$ cat config.mk
export PLATFORM = sky130hd
export DESIGN_NAME = bound_flasher_engine
export DESIGN_NICKNAME = d
export VERILOG_FILES = /design/src/rtl/bound_flasher_engine.sv
export SDC_FILE = /design/constraint.sdc
export NUM_CORES = 1
export LEC_CHECK = 0
export CORE_MARGIN = 10
export CORE_UTILIZATION = 55
export CTS_BUF_LIST = sky130_fd_sc_hd__clkbuf_2
export CTS_CLUSTER_SIZE = 24
export DETAILED_ROUTE_END_ITERATION = 7
export DONT_BUFFER_PORTS = 1
export PLACE_DENSITY = 0.8
export SETUP_SLACK_MARGIN = 0.4
export SYNTH_ARGS = -nofsm -noshare
export SYNTH_HDL_FRONTEND = slang
export SYNTH_SLANG_ARGS = --single-unit
export TNS_END_PERCENT = 20
$ cat constraint.sdc
create_clock -name clk -period 2.3 [get_ports clk]
set_clock_uncertainty 0.2 [all_clocks]
set_input_delay 0.69 -clock clk [delete_from_list [all_inputs] [get_ports clk]]
set_output_delay 0.69 -clock clk [all_outputs]
set_load 0.02 [all_outputs]
$ cat src/rtl/bound_flasher_engine.sv
// Parametrised bound-flasher engine: sequencing FSM, lamp-count register, step-rate prescaler
// and flick kickback driving an N-lamp thermometer bar.
module bound_flasher_engine #(
  parameter int unsigned NUM_LEDS = 16,
  parameter int unsigned LO_B     = 6,
  parameter int unsigned HI_B     = 11,
  parameter int unsigned STEP_DIV = 1
) (
  input  logic                clk,
  input  logic                rst_n,
  input  logic                flick,
  output logic [NUM_LEDS-1:0] led,
  output logic [1:0]          led_bhv,
  output logic [3:0]          cur_st,
  output logic                done
);

  localparam int unsigned CntW = $clog2(NUM_LEDS + 1);
  localparam int unsigned DivW = (STEP_DIV > 1) ? $clog2(STEP_DIV) : 1;

  localparam logic [CntW-1:0] CntFull = CntW'(NUM_LEDS);
  localparam logic [CntW-1:0] CntLo   = CntW'(LO_B);
  localparam logic [CntW-1:0] CntHi   = CntW'(HI_B);
  localparam logic [DivW-1:0] DivLast = DivW'(STEP_DIV - 1);

  if (NUM_LEDS < 4 || NUM_LEDS > 64) begin : g_chk_num_leds
    $error("bound_flasher_engine: NUM_LEDS must be in 4..64");
  end
  if (LO_B == 0 || LO_B >= HI_B) begin : g_chk_lo_b
    $error("bound_flasher_engine: need 0 < LO_B < HI_B");
  end
  if (HI_B >= NUM_LEDS) begin : g_chk_hi_b
    $error("bound_flasher_engine: need HI_B < NUM_LEDS");
  end
  if (STEP_DIV < 1) begin : g_chk_step_div
    $error("bound_flasher_engine: STEP_DIV must be >= 1");
  end

  typedef enum logic [3:0] {
    StIdle   = 4'd0,
    StUpFull = 4'd1,
    StDnLo   = 4'd2,
    StUpMid  = 4'd3,
    StDnZero = 4'd4,
    StUpLo   = 4'd5,
    StDnEnd  = 4'd6,
    StKbZero = 4'd7,
    StKbLo   = 4'd8
  } state_e;

  state_e          state_q, state_d;
  logic [CntW-1:0] cnt_q, cnt_d;
  logic [DivW-1:0] div_q, div_d;
  logic            done_q, done_d;

  logic            tick;
  logic            rising;
  logic            kick_full;
  logic            kick_mid;
  logic [CntW-1:0] target;
  state_e          adv_st;

  // Per-state target count, direction and the state entered once the target is reached.
  always_comb begin : p_decode
    target = '0;
    rising = 1'b0;
    adv_st = StIdle;
    unique case (state_q)
      StUpFull: begin
        target = CntFull;
        rising = 1'b1;
        adv_st = StDnLo;
      end
      StDnLo: begin
        target = CntLo;
        adv_st = StUpMid;
      end
      StUpMid: begin
        target = CntHi;
        rising = 1'b1;
        adv_st = StDnZero;
      end
      StDnZero: begin
        target = '0;
        adv_st = StUpLo;
      end
      StUpLo: begin
        target = CntLo;
        rising = 1'b1;
        adv_st = StDnEnd;
      end
      StDnEnd: begin
        target = '0;
        adv_st = StIdle;
      end
      StKbZero: begin
        target = '0;
        adv_st = StUpFull;
      end
      StKbLo: begin
        target = CntLo;
        adv_st = StUpMid;
      end
      default: begin
        target = '0;
        rising = 1'b0;
        adv_st = StIdle;
      end
    endcase
  end

  assign tick      = (state_q != StIdle) && (div_q == DivLast);
  assign kick_full = (state_q == StUpFull) && ((cnt_q == CntLo) || (cnt_q == CntHi));
  assign kick_mid  = (state_q == StUpMid) && (cnt_q == CntHi);

  always_comb begin : p_next
    state_d = state_q;
    cnt_d   = cnt_q;
    div_d   = div_q;
    done_d  = 1'b0;
    if (state_q == StIdle) begin
      div_d = '0;
      // The done cycle swallows a start request so a held flick cannot chain runs back-to-back.
      if (flick && !done_q) begin
        state_d = StUpFull;
      end
    end else begin
      div_d = tick ? '0 : div_q + DivW'(1);
      if (tick) begin
        if (flick && kick_full) begin
          state_d = StKbZero;
        end else if (flick && kick_mid) begin
          state_d = StKbLo;
        end else if (cnt_q == target) begin
          state_d = adv_st;
          done_d  = (state_q == StDnEnd);
        end else if (rising) begin
          cnt_d = cnt_q + CntW'(1);
        end else begin
          cnt_d = cnt_q - CntW'(1);
        end
      end
    end
  end

  always_ff @(posedge clk or negedge rst_n) begin : p_regs
    if (!rst_n) begin
      state_q <= StIdle;
      cnt_q   <= '0;
      div_q   <= '0;
      done_q  <= 1'b0;
    end else begin
      state_q <= state_d;
      cnt_q   <= cnt_d;
      div_q   <= div_d;
      done_q  <= done_d;
    end
  end

  always_comb begin : p_led
    led = '0;
    for (int unsigned i = 0; i < NUM_LEDS; i++) begin
      led[i] = (CntW'(i) < cnt_q);
    end
  end

  assign led_bhv = (state_q == StIdle) ? 2'd3 : (rising ? 2'd1 : 2'd0);
  assign cur_st  = state_q;
  assign done    = done_q;

  cnt_range_a: assert property (@(posedge clk) disable iff (!rst_n) cnt_q <= CntFull);
  done_idle_a: assert property (@(posedge clk) disable iff (!rst_n) done_q |-> state_q == StIdle);

endmodule

==> metrics.csv, run 1 <==
metric;value;unit
final worst slack;0.0201;ns
clock sinks;11;
Area contributors post-synth;dfrtp_1 25%, ha_1 4.5%, nand2_1 4.4%;
Final period util;0.991;
Rows;16;
Final Hold Vio Count;0;
Hold WC Path Type;flop to flop;
ANT nets after route;0;
DR DRC count;0;
Chip Height;65.1;um
Worst EP required;1.41;ns
most frequent cell after synthesis;nand2_1;
clk buf depth;2;
WL per Instance;21.8;um
clk_lat worst skew;0.28;ns
number of synthesized register bits;11;
CTS tree;done;
Post-synth ARST share;1.00;
max-slew violation count;0;
Worst Setup Start Kind;flop;
clock buffer count from CTS;3;
Syn. warnings;0;
Clock Pin Slew Worst Setup and Hold Paths;0.11;ns
Fill cells;131;
outcome;finished clean;
Layout Area Growth over Synthesis;33.7;%
port bufs;0;
Initial Util;0.577;
DRT iter0 DRCs;69;
Syn Nets;136;
Ant. Diodes;0;
normalized max-slew margin;0.643;
post-synth top area cell;dfrtp_1;
critical path class;flop to primary output;
H-tree levels;1;
pre-CTS WS;-0.0911;ns
Total GRT Usage;0.176;
TritonRoute pass-1 iters;4;
worst hold stages;1;
global-route wire length before repair;5.85;mm
Worst Max-Slew Pin Slew;0.534;ns
hpwl dp;2.24;mm
RR Startpoint;cur_st[0];
R2R cell count;7;
Tmin final;2.28;ns
routed vias;1164;
Setup Viol. Count Final;0;
Design Area, Final;1500;um2
most common flop cell mapped by yosys;dfrtp_1;
Post-synth top cells;13 x nand2_1, 11 x dfrtp_1, 8 x nor2_1;
fraction of layout cells with a size suffix above 1;0.500;
Critical Path AT;1.39;ns
drt total wl;3.94;mm
initial antenna violation count;0;
top cell type's share of synthesized area;0.246;
crit path from;cnt_q[0];
Critical Path Sink Type;primary output;
Post-Syn Area per Cell;8.68;um2
CTS Root Cell;clkbuf_2;
EDFF count, synth;0;
Crit Path Max Fanout;5;
RSZ-0062 raised after global routing;yes;
die area;4240;um2
Syn Std Cell Area;1120;um2
Mapped Cells;129;
# IOs;26;
sequential share of the synthesized area;0.246;
nets;162;
placed cell areas;1250;um2
routability cong.;0.869;
worst min-delay path startpoint;cur_st[0];
worst r2r dst;cnt_q[1];
gr ovfl total;0;
Hold Path End;done;
Synth cell types;51;
R2R setup slack;0.05;ns
die width;65.1;um
Fin Setup TNS;0;ns
fmax;439;MHz
Max-Cap Viols;0;
largest net degree at the start of global routing;15;
core area;1940;um2
vias per cell;6.43;
number of global-route vias before repair;1201;
layout make-up:
| class | count | area, um2 | share of cell area |
|---|---|---|---|
| multi-input cells | 102 | 890 | 0.594 |
| flip-flops and latches | 11 | 285 | 0.190 |
| repair buffers | 32 | 250 | 0.167 |
| well taps | 27 | 33.8 | 0.0226 |
| clock buffers | 4 | 20.0 | 0.0134 |
| inverters | 5 | 18.8 | 0.0125 |
layout by cell type, fill, tap and decap left out, types with 4 or more instances in the layout:
cell / netlist / routed
buf_4: 1 / 29
nand2_1: 13 / 8
dfrtp_2: 0 / 8
nand2b_1: 6 / 5
nand3b_1: 5 / 5
a21oi_1: 5 / 5
o21ai_0: 6 / 4
nor2_1: 8 / 4
xor2_1: 4 / 4
clkbuf_2: 0 / 4
logic make-up (layout without fill, tap and decap cells):
family                     after synthesis  count (layout)  share of synthesized area
and+or+nand+nor                         56              56                      0.316
buffers and inverters                   16              41                     0.0682
DFF                                     11              11                      0.246
xor gates and xnor gates                 6               6                     0.0469
adders and majority gates                4               4                     0.0447
AOI/OAI and AO/OA                       29              29                      0.207
muxes                                    6               6                     0.0682
other                                    1               1                    0.00335
per-stage QoR:
stage,std cells,utilization,hold WS [ns]
2_1_floorplan,129,-,0.194
3_3_place_gp,162,0.644,0.195
3_5_place_dp,162,0.644,0.195
4_1_cts,181,0.752,0.345
5_1_grt,181,0.771,0.370
6_report,181,0.771,0.366
repair_timing:
| action | in CTS | in global routing |
|---|---|---|
| pin swaps | 7 | 5 |
| setup buffers | 14 | 0 |
| hold buffers | 1 | 0 |
| resized for setup | 25 | 9 |
| gates cloned | 0 | 0 |
| hold endpoints to repair | 11 | 0 |
| setup endpoints to repair | 30 | 31 |
flip-flops by register name, indices dropped and copies added, names as in the netlist:
signal	count
div_q	1
cnt_q	5
done	1
cur_st	4
critical path: stages, from the launching register on:
cell and delay (ns):
dfrtp_2 0.46, or3_4 0.42, a21o_1 0.24
metal layers:
layer | GRT usage | vias up | routed length [um]
met5 | 0 | - | 0
met3 | 0.0814 | 25 | 353
li1 | - | 514 | -
met1 | 0.174 | 562 | 1420
met4 | 0.120 | 0 | 207
met2 | 0.291 | 63 | 1960
worst max-delay path by stage:
| stage | to | slack, ns | cells after the start |
|---|---|---|---|
| 2_1_floorplan | led_bhv[0] | 0.11 | 3 |
| 3_3_place_gp | cur_st[1] | 0.04 | 7 |
| 3_5_place_dp | cur_st[1] | -0.09 | 7 |
| 4_1_cts | led_bhv[0] | 0.05 | 3 |
| 5_1_grt | led_bhv[0] | -0.02 | 3 |
| 6_report | led[8] | 0.02 | 2 |
Power of run 1 is not shown: default switching activity piles up to over one toggle a cycle in this logic, so the estimate is an artifact.
==> run 2: changes to the inputs <==
CORE_UTILIZATION = 57   (was 55)
PLACE_DENSITY = 0.82   (was 0.8)
==> run 2 against run 1 <==
Effect of this change:
- the run now fails in global routing (5_1_grt)
- synthesized cell count stayed put
- synthesized area is the same
==> metrics.csv, run 2 <==
metric;value;unit;change
outcome;did not finish;;was finished clean
Failed at;global routing (5_1_grt);;
Error Message;[ERROR DPL-0038] Utilization greater than 100%, impossible to legalize;;
# IOs;26;;unchanged
Post-Syn Area per Cell;8.68;um2;unchanged
placed insts;160;;was 162
Mapped Cells;129;;unchanged
sequential share of the synthesized area;0.246;;unchanged
CTS Root Cell;clkbuf_2;;unchanged
number of synthesized register bits;11;;unchanged
Synth cell types;51;;unchanged
clk buf depth;2;;unchanged
post-synth top area cell;dfrtp_1;;unchanged
Initial Util;0.622;;was 0.577
clock buffer count from CTS;3;;unchanged
die width;64.3;um;was 65.1 um
Syn. warnings;0;;unchanged
H-tree levels;1;;unchanged
Area contributors post-synth;dfrtp_1 25%, ha_1 4.5%, nand2_1 4.4%;;unchanged
clock sinks;11;;unchanged
routability cong.;0.928;;was 0.869
Syn Std Cell Area;1120;um2;unchanged
pre-CTS WS;0.0711;ns;was -0.0911 ns
most frequent cell after synthesis;nand2_1;;unchanged
most common flop cell mapped by yosys;dfrtp_1;;unchanged
largest net degree at the start of global routing;15;;
Worst EP kind;output port;;
Syn Nets;136;;unchanged
EDFF count, synth;0;;unchanged
Rows;15;;was 16
grt repair worst endpoint;led[8];;
port bufs;0;;unchanged
top cell type's share of synthesized area;0.246;;unchanged
Chip Height;64.3;um;was 65.1 um
hpwl dp;2.18;mm;was 2.24 mm
Post-synth ARST share;1.00;;unchanged
Post-synth top cells;13 x nand2_1, 11 x dfrtp_1, 8 x nor2_1;;unchanged
-- run 2: what timing repair did --
| item | in CTS |
|---|---|
| hold endpoints to repair | 11 |
| endpoints found under the setup margin | 31 |
| setup buffers | 17 |
| pin swaps | 4 |
| hold buffers | 1 |
| resized for setup | 17 |
-- run 2: logic make-up after synthesis --
family,Yosys count,synth area share
AO/OA/AOI/OAI,29,0.207
XOR/XNOR,6,0.0469
adder cells (fa/ha/maj),4,0.0447
buffers and inverters,16,0.0682
flip-flops,11,0.246
multiplexers,6,0.0682
other,1,0.00335
AND/OR/NAND/NOR,56,0.316
-- run 2: per-stage QoR --
stage	hold WS [ns]	cell area, um2
after detailed placement	0.195	1250
after CTS	0.380	1460
after floorplan	0.194	1150
after global placement	0.195	1250
==> run 3: changes to the inputs <==
CORE_AREA = 10 10 71 73   (was not set)
CORE_MARGIN = not set   (was 10)
CORE_UTILIZATION = not set   (was 57)
CTS_BUF_LIST = not set   (was sky130_fd_sc_hd__clkbuf_2)
CTS_CLUSTER_SIZE = not set   (was 24)
DIE_AREA = 0 0 81 83   (was not set)
PLACE_DENSITY = not set   (was 0.82)
PLACE_DENSITY_LB_ADDON = 0.15   (was not set)
SETUP_SLACK_MARGIN = not set   (was 0.4)
clock period = 3 ns   (was 2.3 ns; I/O delays follow)
==> run 3 against run 2 <==
Effect of this change:
- the run now ends clean
==> metrics.csv, run 3 (synthesis gave the netlist of run 1 again) <==
metric;value;unit;change
outcome;finished clean;;was did not finish
WL per Instance;17.1;um;
clock sinks;11;;unchanged
# IOs;26;;unchanged
GRT met2 Usage;0.151;;
max-slew violation count;0;;
critical path class;flop to primary output;;
Fin Setup TNS;0;ns;
initial antenna violation count;0;;
Total GRT Usage;0.0908;;
Worst EP required;1.90;ns;
worst path cell trace;or3_1, a21o_1;;
largest net degree at the start of global routing;17;;
Layout Area Growth over Synthesis;10.3;%;
gr ovfl total;0;;
Final period util;0.881;;
commonest cells after routing, fill and taps aside;13 x nand2_1, 11 x dfrtp_1, 9 x buf_4, 8 x nor2_1;;
TritonRoute pass-1 iters;4;;
placed cell areas;1190;um2;was 1250 um2
ANT nets after route;0;;
gr busiest metal;met2;;
Chip Height;83;um;was 64.3 um
routed vias;959;;
routability cong.;0.753;;was 0.928
Top reg by flops;cnt_q;;
commonest non-fill, non-tap cell in the layout;nand2_1;;
post-CTS sizing;0;;was 17
Critical Path AT;1.54;ns;
M1 GR Usage;0.0991;;
clk_lat worst skew;0.24;ns;
Max-Cap Viols;0;;
Rows;22;;was 15
DRT iter0 DRCs;89;;
Worst Setup Start Kind;flop;;
die area;6720;um2;
post-CTS setup buffer count;0;;was 17
Crit Path Max Fanout;13;;
core area;3630;um2;
Hold WC Path Type;input port to asynchronous set/reset pin;;
fmax;378;MHz;
port bufs;0;;unchanged
Design Area, Final;1230;um2;
Setup Viol. Count Final;0;;
fraction of layout cells with a size suffix above 1;0.214;;
placed insts;175;;was 160
RSZ-0062 raised after global routing;no;;
CP max-delay cell;dfrtp_1;;
DR DRC count;0;;
hpwl dp;2.31;mm;was 2.18 mm
CP peak stage delay;0.52;ns;
number of flip-flops in the largest register;5;;
H-tree levels;1;;unchanged
number of global-route vias before repair;945;;
Final Hold Vio Count;0;;
Clock Pin Slew Worst Setup and Hold Paths;0.06;ns;
clk buf depth;2;;unchanged
fin cells;179;;
vias per cell;5.36;;
global-route wire length before repair;4.91;mm;
Tmin final;2.64;ns;
met3 usage;0.0474;;
Hold Buf Count CTS;0;;was 1
CTS tree;done;;
nets;139;;
clock buffer count from CTS;3;;unchanged
Ant. Diodes;0;;
die width;81;um;was 64.3 um
drt total wl;3.07;mm;
Initial Util;0.308;;was 0.622
Critical Path Sink Type;primary output;;
CTS Root Cell;clkbuf_8;;was clkbuf_2
==> run 3: area by class of cell <==
class / count / area [um2]
clock buffers: 4 / 45.0
fillers: 398 / 2400
inverters: 5 / 18.8
multi-input cells: 102 / 768
flip-flops and latches: 11 / 275
well taps: 48 / 60.1
repair buffers: 9 / 67.6
==> run 3: routing by layer <==
layer | vias up | wire length [um]
met4 | 0 | 9
met3 | 2 | 232
met1 | 475 | 1260
met2 | 16 | 1570
li1 | 466 | -
met5 | - | 0
==> run 3: worst max-delay path, delay by kind of cell (launching register included) <==
family	cells	cell delay, ns
AND/OR/NAND/NOR	1	0.50
flip-flops	1	0.52
AO/OA/AOI/OAI	1	0.28
==> run 3: metrics by stage <==
stage | utilization | hold WS [ns] | setup WS (ns)
after detailed placement | 0.327 | 0.378 | 0.630
final | 0.340 | 0.144 | 0.357
after CTS | 0.340 | 0.139 | 0.359
after global placement | 0.327 | 0.360 | 0.614
after global routing | 0.340 | 0.130 | 0.187
after floorplan | - | 0.327 | 0.420
==> run 3: worst paths after layout <==
check | endpoint | slack, ns | from | depth (start not counted)
min reg2reg | done | 0.39 | div_q | 2
max | led[8] | 0.36 | cnt_q[0] | 2
max in group asynchronous | done | 2.38 | rst_n | 0
min in group clk | done | 0.39 | div_q | 2
min | cur_st[3] | 0.14 | rst_n | 0
max reg2reg | cur_st[1] | 0.58 | cnt_q[0] | 7
Power of run 3 is left out for the same reason.
==> run 4: changes to the inputs <==
clock period = 3.2 ns   (was 3 ns; I/O delays follow)
==> run 4 against run 3 <==
Effect of this change:
- routed wire length is 3.1% lower
- critical path depth is 1 higher
- worst hold slack better by 0.064 ns
- setup slack better by 0.026 ns
- core utilization is 0.62 points lower
- count of clock-buffer cells in the layout stayed put
- global-route usage is 0.25 points lower
- register-to-register slack better by 0.07 ns
- largest cell class unchanged
- via count is 3.4% lower
- flip-flop and latch count stayed put
- non-clock buffer count is 3 lower
- sequential share of layout area is 0.41 points higher
==> metrics.csv, run 4 (synthesis gave the netlist of run 1 again) <==
metric;value;unit;change
clk_lat worst skew;0.24;ns;about the same
initial antenna violation count;0;;unchanged
fraction of layout cells with a size suffix above 1;0.195;;was 0.214
largest net degree at the start of global routing;19;;was 17
RSZ-0062 raised after global routing;no;;unchanged
normalized max-slew margin;0.525;;
WL per Instance;16.9;um;was 17.1 um
drt total wl;2.97;mm;was 3.07 mm
number of global-route vias before repair;908;;was 945
number of flip-flops in the largest register;5;;unchanged
Final period util;0.880;;
most used cell, CP;nand2_1;;
nets;136;;was 139
DR DRC count;0;;unchanged
Clock Pin Slew Worst Setup and Hold Paths;0.05;ns;was 0.06 ns
Fin Setup TNS;0;ns;unchanged
outcome;finished clean;;unchanged
post-CTS setup buffer count;0;;unchanged
clk buf depth;2;;unchanged
commonest non-fill, non-tap cell in the layout;nand2_1;;unchanged
CP max-delay cell;dfrtp_1;;unchanged
clock sinks;11;;unchanged
core area;3630;um2;unchanged
worst path cell trace;nand2_1, nand2_1, nand2b_1;;was or3_1, a21o_1
Rows;22;;unchanged
Tmin final;2.82;ns;
gr ovfl total;0;;unchanged
max-slew violation count;0;;unchanged
Max-Cap Viols;0;;unchanged
clock buffer count from CTS;3;;unchanged
Critical Path AT;1.66;ns;was 1.54 ns
Worst Setup Start Kind;flop;;unchanged
Layout Area Growth over Synthesis;8.27;%;was 10.3%
Critical Path Sink Type;primary output;;unchanged
Final Hold Vio Count;0;;unchanged
Chip Height;83;um;unchanged
Ant. Diodes;0;;unchanged
CP peak stage delay;0.80;ns;was 0.52 ns
post-CTS sizing;0;;unchanged
global-route wire length before repair;4.78;mm;was 4.91 mm
Hold WC Path Type;input port to asynchronous set/reset pin;;unchanged
commonest cells after routing, fill and taps aside;13 x nand2_1, 11 x dfrtp_1, 8 x nor2_1;;was 13 x nand2_1, 11 x dfrtp_1, 9 x buf_4, 8 x nor2_1
routed vias;926;;was 959
Top reg by flops;cnt_q;;unchanged
fmax;355;MHz;
vias per cell;5.26;;was 5.36
critical path class;flop to primary output;;unchanged
Initial Util;0.308;;unchanged
Hold Buf Count CTS;0;;unchanged
die width;81;um;unchanged
CTS Root Cell;clkbuf_8;;unchanged
Setup Viol. Count Final;0;;unchanged
Crit Path Max Fanout;18;;was 13
# IOs;26;;unchanged
TritonRoute pass-1 iters;4;;unchanged
hpwl dp;2.27;mm;was 2.31 mm
H-tree levels;1;;unchanged
Worst Max-Slew Pin Slew;0.712;ns;
Fill cells;390;;was 398
Total GRT Usage;0.0883;;was 0.0908
ANT nets after route;0;;unchanged
die area;6720;um2;unchanged
DRT iter0 DRCs;118;;was 89
CTS tree;done;;unchanged
routability cong.;0.789;;was 0.753
Worst EP required;2.04;ns;was 1.90 ns
port bufs;0;;unchanged
run 4: changes by cell type in the layout (fill, tap and decap cells not counted):
cell,delta
buf_4,-3
run 4: per-stage QoR:
step | instance area, um2 | utilization | instances | setup WS [ns] | hold slack (ns)
after floorplan | 1120 | - | 129 | 0.560 | 0.327
after global placement | 1170 | 0.321 | 172 | 0.629 | 0.382
after detailed placement | 1170 | 0.321 | 172 | 0.630 | 0.382
after CTS | 1210 | 0.334 | 176 | 0.374 | 0.204
after global routing | 1210 | 0.334 | 176 | 0.237 | 0.200
final | 1210 | 0.334 | 176 | 0.382 | 0.209
run 4: path summary, 6_finish.rpt:
| kind | start | end | slack, ns | cells past startpoint |
|---|---|---|---|---|
| worst max-delay path | cur_st[1] | led_bhv[0] | 0.38 | 3 |
| worst min-delay path | rst_n | cnt_q[2] | 0.21 | 0 |
| worst max register to register | cur_st[1] | cur_st[0] | 0.65 | 5 |
| worst min register to register | cnt_q[2] | cnt_q[2] | 0.40 | 1 |
| max in group asynchronous | rst_n | cur_st[1] | 2.52 | 0 |
| min in group clk | cnt_q[2] | cnt_q[2] | 0.40 | 1 |
run 4: final cells by class:
type,instances,area [um2],area share
well taps,48,60.1,0.0495
clock buffers,4,45.0,0.0372
inverters,5,18.8,0.0155
flip-flops and latches,11,275,0.227
multi-input cells,102,768,0.634
repair buffers,6,45.0,0.0372
run 4: routing by layer:
layer	GRT usage	vias to the layer above	share of wire
li1	-	460	-
met4	0.0219	0	0.0030
met2	0.133	14	0.48
met5	0	-	0
met3	0.0313	2	0.058
met1	0.116	450	0.46
run 4: worst max-delay path, delay by kind of cell (launching register included):
family | cells | cell delay (ns)
DFF | 1 | 0.80
and+or+nand+nor | 3 | 0.61
Power of run 4 is left out for the same reason.
